$ cat config.mk
export PLATFORM = sky130hd
export DESIGN_NAME = julia_iter_engine_flat
export DESIGN_NICKNAME = d
export VERILOG_FILES = /design/src/rtl/julia_pkg.sv /design/src/rtl/julia_iter_engine_if.sv /design/src/rtl/julia_step.sv /design/src/rtl/julia_iter_engine.sv /design/src/flat_wrapper.sv
export SDC_FILE = /design/constraint.sdc
export NUM_CORES = 2
export LEC_CHECK = 0
export ABC_AREA = 1
export CELL_PAD_IN_SITES_DETAIL_PLACEMENT = 0
export CELL_PAD_IN_SITES_GLOBAL_PLACEMENT = 1
export CORE_ASPECT_RATIO = 2
export CORE_UTILIZATION = 30
export CTS_CLUSTER_SIZE = 12
export DETAILED_ROUTE_END_ITERATION = 8
export GPL_TIMING_DRIVEN = 0
export PLACE_DENSITY = 0.67
export SLEW_MARGIN = 20
export SYNTH_ARGS = -nofsm -noshare
export SYNTH_HDL_FRONTEND = slang
export SYNTH_SLANG_ARGS = --single-unit
export TNS_END_PERCENT = 100
$ cat constraint.sdc
create_clock -name clk -period 30.7 [get_ports clk]
set_input_delay 6.14 -clock clk [delete_from_list [all_inputs] [get_ports clk]]
set_output_delay 6.14 -clock clk [all_outputs]
set_load 0.005 [all_outputs]
$ cat src/rtl/julia_pkg.sv
// Shared types and fixed-point helpers for the Julia/Mandelbrot engine.
package julia_pkg;

  typedef enum logic [1:0] {
    IDLE,
    ITER,
    DONE
  } state_t;

  // |z|^2 threshold of 4.0 at the 2*frac scale of a raw product sum
  function automatic logic signed [63:0] esc_limit(input int frac);
    return 64'sd4 <<< (2 * frac);
  endfunction

  function automatic logic signed [63:0] saturate(
    input logic signed [63:0] v,
    input int                 w
  );
    logic signed [63:0] hi;
    logic signed [63:0] lo;
    hi = (64'sd1 <<< (w - 1)) - 64'sd1;
    lo = -(64'sd1 <<< (w - 1));
    if (v > hi) return hi;
    if (v < lo) return lo;
    return v;
  endfunction

endpackage

$ cat src/rtl/julia_iter_engine_if.sv
// Pixel-in / result-out valid-ready bundle of the iteration engine.
interface julia_iter_engine_if #(
  parameter int WIDTH  = 20,
  parameter int ITER_W = 8,
  parameter int TAG_W  = 16
);

  logic                    in_valid;
  logic                    in_ready;
  logic                    mode;
  logic signed [WIDTH-1:0] c_real;
  logic signed [WIDTH-1:0] c_imag;
  logic signed [WIDTH-1:0] z_real;
  logic signed [WIDTH-1:0] z_imag;
  logic [TAG_W-1:0]        tag_in;

  logic                    out_valid;
  logic                    out_ready;
  logic [ITER_W-1:0]       out_iter;
  logic                    out_escaped;
  logic signed [WIDTH-1:0] out_z_real;
  logic signed [WIDTH-1:0] out_z_imag;
  logic [TAG_W-1:0]        out_tag;

  modport master (
    output in_valid, mode,
    output c_real, c_imag,
    output z_real, z_imag,
    output tag_in, out_ready,
    input  in_ready, out_valid,
    input  out_iter, out_escaped,
    input  out_z_real, out_z_imag,
    input  out_tag
  );

  modport slave (
    input  in_valid, mode,
    input  c_real, c_imag,
    input  z_real, z_imag,
    input  tag_in, out_ready,
    output in_ready, out_valid,
    output out_iter, out_escaped,
    output out_z_real, out_z_imag,
    output out_tag
  );

endinterface

$ cat src/rtl/julia_step.sv
// One combinational z <- z^2 + c step with saturation and escape test.
module julia_step
  import julia_pkg::*;
#(
  parameter int WIDTH      = 20,
  parameter int FRACTIONAL = 10
) (
  input  logic signed [WIDTH-1:0] z_real,
  input  logic signed [WIDTH-1:0] z_imag,
  input  logic signed [WIDTH-1:0] c_real,
  input  logic signed [WIDTH-1:0] c_imag,
  output logic signed [WIDTH-1:0] z_next_real,
  output logic signed [WIDTH-1:0] z_next_imag,
  output logic signed [2*WIDTH:0] mag,
  output logic                    escape
);

  logic signed [63:0] zr, zi, cr, ci;
  logic signed [63:0] rr, ii, ri;
  logic signed [63:0] sq_r, sq_i, dbl;
  logic signed [63:0] sum_r, sum_i, mag_w;
  logic               unused_hi;

  always_comb begin
    zr    = 64'(z_real);
    zi    = 64'(z_imag);
    cr    = 64'(c_real);
    ci    = 64'(c_imag);
    rr    = zr * zr;
    ii    = zi * zi;
    ri    = zr * zi;
    mag_w = rr + ii;
    // >>> on the signed product floors toward -inf
    sq_r  = saturate(rr >>> FRACTIONAL, WIDTH);
    sq_i  = saturate(ii >>> FRACTIONAL, WIDTH);
    dbl   = saturate((ri <<< 1) >>> FRACTIONAL, WIDTH);
    sum_r = saturate(sq_r - sq_i + cr, WIDTH);
    sum_i = saturate(dbl + ci, WIDTH);
  end

  assign z_next_real = sum_r[WIDTH-1:0];
  assign z_next_imag = sum_i[WIDTH-1:0];
  assign mag         = mag_w[2*WIDTH:0];
  assign escape      = mag_w >= esc_limit(FRACTIONAL);

  assign unused_hi = ^{sum_r[63:WIDTH], sum_i[63:WIDTH]};

endmodule

$ cat src/rtl/julia_iter_engine.sv
// Sequential Julia/Mandelbrot iterator: one z^2 + c step per clock,
// stops on escape or iteration cap and holds the result until taken.
module julia_iter_engine
  import julia_pkg::*;
#(
  parameter int WIDTH      = 20,
  parameter int FRACTIONAL = 10,
  parameter int ITER_W     = 8,
  parameter int MAX_ITER   = 255,
  parameter int TAG_W      = 16
) (
  input  logic                clk,
  input  logic                n_rst,
  julia_iter_engine_if.slave  bus,
  output logic                busy
);

  state_t state, state_nx;

  logic signed [WIDTH-1:0] c_r, c_i;
  logic signed [WIDTH-1:0] z_r, z_i;
  logic signed [WIDTH-1:0] zn_r, zn_i;
  logic signed [2*WIDTH:0] unused_mag;
  logic [TAG_W-1:0]        tag;
  logic [ITER_W-1:0]       cnt;
  logic                    escape;
  logic                    at_cap;
  logic                    accept;

  julia_step #(
    .WIDTH      (WIDTH),
    .FRACTIONAL (FRACTIONAL)
  ) u_step (
    .z_real      (z_r),
    .z_imag      (z_i),
    .c_real      (c_r),
    .c_imag      (c_i),
    .z_next_real (zn_r),
    .z_next_imag (zn_i),
    .mag         (unused_mag),
    .escape      (escape)
  );

  assign at_cap        = cnt == ITER_W'(MAX_ITER);
  assign bus.in_ready  = state == IDLE;
  assign bus.out_valid = state == DONE;
  assign busy          = state != IDLE;
  assign accept        = bus.in_valid & bus.in_ready;

  always_ff @(posedge clk or negedge n_rst) begin
    if (!n_rst) state <= IDLE;
    else        state <= state_nx;
  end

  always_comb begin
    state_nx = state;
    unique case (state)
      IDLE:    if (bus.in_valid)      state_nx = ITER;
      ITER:    if (escape || at_cap)  state_nx = DONE;
      DONE:    if (bus.out_ready)     state_nx = IDLE;
      default:                        state_nx = IDLE;
    endcase
  end

  always_ff @(posedge clk or negedge n_rst) begin
    if (!n_rst) begin
      c_r             <= '0;
      c_i             <= '0;
      z_r             <= '0;
      z_i             <= '0;
      tag             <= '0;
      cnt             <= '0;
      bus.out_iter    <= '0;
      bus.out_escaped <= 1'b0;
      bus.out_z_real  <= '0;
      bus.out_z_imag  <= '0;
      bus.out_tag     <= '0;
    end else begin
      if (accept) begin
        c_r <= bus.c_real;
        c_i <= bus.c_imag;
        z_r <= bus.mode ? '0 : bus.z_real;
        z_i <= bus.mode ? '0 : bus.z_imag;
        tag <= bus.tag_in;
        cnt <= '0;
      end
      if (state == ITER) begin
        // escape wins over the cap when both hold on the same count
        if (escape || at_cap) begin
          bus.out_iter    <= cnt;
          bus.out_escaped <= escape;
          bus.out_z_real  <= z_r;
          bus.out_z_imag  <= z_i;
          bus.out_tag     <= tag;
        end else begin
          z_r <= zn_r;
          z_i <= zn_i;
          cnt <= cnt + 1'b1;
        end
      end
    end
  end

endmodule

$ cat src/flat_wrapper.sv
// flat-port wrapper written by rule: the top's interface ports become plain ports
module julia_iter_engine_flat import julia_pkg::*;
#(
  parameter int WIDTH      = 20,
  parameter int FRACTIONAL = 10,
  parameter int ITER_W     = 8,
  parameter int MAX_ITER   = 255,
  parameter int TAG_W      = 16
)
  (clk, n_rst, busy, bus_in_valid, bus_mode, bus_c_real, bus_c_imag, bus_z_real, bus_z_imag, bus_tag_in, bus_out_ready, bus_in_ready, bus_out_valid, bus_out_iter, bus_out_escaped, bus_out_z_real, bus_out_z_imag, bus_out_tag);
  julia_iter_engine_if #(.WIDTH(WIDTH), .ITER_W(ITER_W), .TAG_W(TAG_W)) bus_i ();
  input  logic clk;
  input  logic n_rst;
  output logic busy;
  input wire logic [$bits(bus_i.in_valid)-1:0] bus_in_valid;
  input wire logic [$bits(bus_i.mode)-1:0] bus_mode;
  input wire logic [$bits(bus_i.c_real)-1:0] bus_c_real;
  input wire logic [$bits(bus_i.c_imag)-1:0] bus_c_imag;
  input wire logic [$bits(bus_i.z_real)-1:0] bus_z_real;
  input wire logic [$bits(bus_i.z_imag)-1:0] bus_z_imag;
  input wire logic [$bits(bus_i.tag_in)-1:0] bus_tag_in;
  input wire logic [$bits(bus_i.out_ready)-1:0] bus_out_ready;
  output wire logic [$bits(bus_i.in_ready)-1:0] bus_in_ready;
  output wire logic [$bits(bus_i.out_valid)-1:0] bus_out_valid;
  output wire logic [$bits(bus_i.out_iter)-1:0] bus_out_iter;
  output wire logic [$bits(bus_i.out_escaped)-1:0] bus_out_escaped;
  output wire logic [$bits(bus_i.out_z_real)-1:0] bus_out_z_real;
  output wire logic [$bits(bus_i.out_z_imag)-1:0] bus_out_z_imag;
  output wire logic [$bits(bus_i.out_tag)-1:0] bus_out_tag;
  assign bus_i.in_valid = bus_in_valid;
  assign bus_i.mode = bus_mode;
  assign bus_i.c_real = bus_c_real;
  assign bus_i.c_imag = bus_c_imag;
  assign bus_i.z_real = bus_z_real;
  assign bus_i.z_imag = bus_z_imag;
  assign bus_i.tag_in = bus_tag_in;
  assign bus_i.out_ready = bus_out_ready;
  assign bus_in_ready = bus_i.in_ready;
  assign bus_out_valid = bus_i.out_valid;
  assign bus_out_iter = bus_i.out_iter;
  assign bus_out_escaped = bus_i.out_escaped;
  assign bus_out_z_real = bus_i.out_z_real;
  assign bus_out_z_imag = bus_i.out_z_imag;
  assign bus_out_tag = bus_i.out_tag;
  julia_iter_engine #(.WIDTH(WIDTH), .FRACTIONAL(FRACTIONAL), .ITER_W(ITER_W), .MAX_ITER(MAX_ITER), .TAG_W(TAG_W)) u_core (.clk(clk), .n_rst(n_rst), .bus(bus_i), .busy(busy));
endmodule
==> key figures <==
Logic synthesis
  • Mapped Avg Cell Area: 7.553 sq um
  • Mapped cell area: 60000 sq um
  • Synth unique cells: 55
  • Register area share after synthesis: 7.132%
  • Commonest cells post-synth: inv_1, nand2_1, fa_1
  • Post-synthesis register bit count: 171
  • Asr flop ratio synth: 100.0%
  • Yosys top cell by area: fa_1
  • Most common cell in the netlist: inv_1
  • Mapped Nets: 9695
  • Ranking of synthesized cells by area: fa_1, inv_1, nand2_1
  • Most used flip-flop cell after synthesis: dfrtp_1
  • Yosys Warn Count: 0
  • Share of the synthesized area in the top cell type: 40.57%
  • Synth Instances: 7943
  • Post-synth EDFFs: 0

CTS
  • Total CTS buffers: 17
  • H-tree Lvls: 4
  • Clk sink count: 171
  • Post-CTS sizing: 0
  • Hold buffers post-CTS: 0
  • CTS tree: built
  • CTS max path bufs: 2
  • Clk root buf: clkbuf_16
  • Clock-pin slew on the worst setup and hold paths: 0.10 ns
  • Clk Latency, worst-skew pair: 0.58 ns
  • # Post-CTS Setup Buffers: 0

Worst setup path
  • Arr. time, crit path: 17.19 ns
  • R2R Path Start: u_core.z_i[19]
  • Critical path launch point type: register
  • Slowest-stage cell, CP: clkbuf_1
  • Worst Path Buf+Inv: 17
  • CP required: 31.16 ns
  • Critical Path Max Stage Delay: 0.94 ns
  • Crit-path leading delay family: adder cells
  • Critical path type: register to register
  • CP Max Fanout: 10
  • Crit. Startpoint: u_core.z_i[19]
  • Most used cell, CP: inv_1
  • Critical path capture point type: register

Final layout
  • Area grow syn2layout: 9.920%
  • Fillers: 21680
  • Nets: 9891
  • Share of layout cells above drive strength 1: 2.686%

Flow run
  • Max cap viols: 0

Routing
  • Vias per cell: 4.796
  • Drt pass-1 iters: 6
  • DRT antenna net count: 0
  • Final WL: 286.2 mm
  • DR vias: 51410
  • 1st-iter DRT viols: 2849
  • DR WL/cell: 26.70 microns
  • DRC: 0

Timing
  • Clock skew: 0.02480 ns
  • Fin. max-slew vios: 0
  • Setup violations, final: 0
  • Min Tclk post-route: 16.72 ns
  • Relative slew slack: 14.24%
  • Setup repair after global routing missed its margin: false
  • Worst-Margin Slew: 1.282 ns
  • Hold WS: 0.4816 ns
  • Fin Setup TNS: 0 ns
  • Post-route setup slack: 13.98 ns
  • Hold Vio Cnt, Final: 0
  • Final worst path period share: 54.47%
  • Fmax: 59.80 MHz

Global route
  • First-pass GRT wire length: 403.8 mm
  • Total track usage: 28.71%
  • Largest net degree at the start of global routing: 69
  • Initial antenna violation count: 7
  • Grt total ovfl: 0
  • Number of global-route vias before repair: 57320

Min path
  • Hold Crit Start: u_core.bus.out_z_real[5]
  • Hold Path Class: register to register

Floorplan
  • Die Span X: 318.2 microns
  • Die ar.: 201900 sq um
  • # IOs: 169
  • Starting Density: 30.26%
  • Die H: 634.4 microns
  • Placeable Area: 198300 sq um
  • Site row count: 231

Placed design
  • Number of buffers added on ports: 168
  • HPWL after detailed placement: 252.5 mm
  • Routability congestion estimate: 1.016
  • Pre-CTS setup slack: 13.99 ns

Status
  • Outcome: completed
-- cells in the final DEF (no fill, tap or decap), types with 32 or more instances in the layout --
master and count:
clkbuf_1 137, clkdlybuf4s50_1 167, xor2_1 106, o21ai_0 139, nand4_1 75, nand3_1 172, nor3_1 35, ha_1 435
a31oi_1 57, nor2_1 396, dfrtp_1 171, clkbuf_2 76, a21oi_1 261, nand2_1 1946, inv_1 2339, fa_1 1216
xnor2_1 79, o21ai_1 32
-- flip-flops by register name, indices dropped and copies added (netlist names) --
signal,flops
u_core.z_i,20
u_core.state,2
u_core.bus.out_z_real,20
u_core.c_i,20
u_core.bus.out_iter,8
u_core.tag,16
u_core.bus.out_z_imag,20
u_core.c_r,20
u_core.cnt,8
u_core.bus.out_tag,16
u_core.z_r,20
u_core.bus.out_escaped,1
-- worst register-to-register path: cells and delay by family, from the launching register on --
kind | cells | cell delay (ns)
simple gates | 27 | 4.41
compound gates | 3 | 0.98
fa+ha+maj | 12 | 5.71
buf+inv | 17 | 4.03
xor+xnor | 1 | 0.88
flops | 1 | 0.58
-- layer usage --
metal  routed length [microns]  GRT usage (%)  part of all wire, %
met1                     90710          26.41                   32
met2                    153300          55.20                   54
met3                     10140          2.866                  3.5
met4                     31970          26.12                   11
met5                        22              0               0.0077
-- path summary, 6_finish.rpt --
check | to | slack (ns) | cells past startpoint
hold reg to reg | u_core.bus.out_z_real[5] | 0.48 | 2
max in group asynchronous | u_core.bus.out_z_real[9] | 24.10 | 3
min in group asynchronous | u_core.c_r[18] | 5.46 | 1
hold / removal | u_core.bus.out_z_real[5] | 0.48 | 2
setup / recovery | u_core.z_r[18] | 13.98 | 60
setup reg to reg | u_core.z_r[18] | 13.98 | 60
-- cell type report --
| cell class | count | area [sq um] | share of cell area, % |
|---|---|---|---|
| diodes | 5 | 12.51 | 0.01897 |
| plain buffers | 274 | 1257 | 1.907 |
| clock buffers | 17 | 425.4 | 0.6451 |
| clock inverters | 15 | 217.7 | 0.3301 |
| inverters | 2343 | 8795 | 13.34 |
| multi-input cells | 5155 | 45880 | 69.56 |
| flip-flops and latches | 171 | 4279 | 6.489 |
| well taps | 2563 | 3207 | 4.863 |
| repair buffers | 177 | 1878 | 2.848 |
-- cell families (layout without fill, tap and decap cells) --
family	count (synthesis)	after routing	synth area share, %
compound gates	622	622	5.914
xor+xnor	199	199	2.905
fa+ha+maj	1651	1651	49.65
buf+inv	2617	2826	16.58
flops	171	171	7.132
other cells	0	5	0
simple gates	2683	2683	17.82
-- per-stage QoR --
| step | util [%] | std cells | instance area (sq um) |
|---|---|---|---|
| finish | 33.26 | 10720 | 65950 |
| global route | 33.26 | 10720 | 65940 |
| CTS | 33.25 | 10710 | 65920 |
| detailed placement | 32.92 | 10680 | 65280 |
| global placement | 32.73 | 10670 | 64880 |
| floorplan | - | 7943 | 60000 |
Power is left out: the tool's default activity adds up to more than one toggle a clock period on the data nets, which glitch-free logic cannot reach.
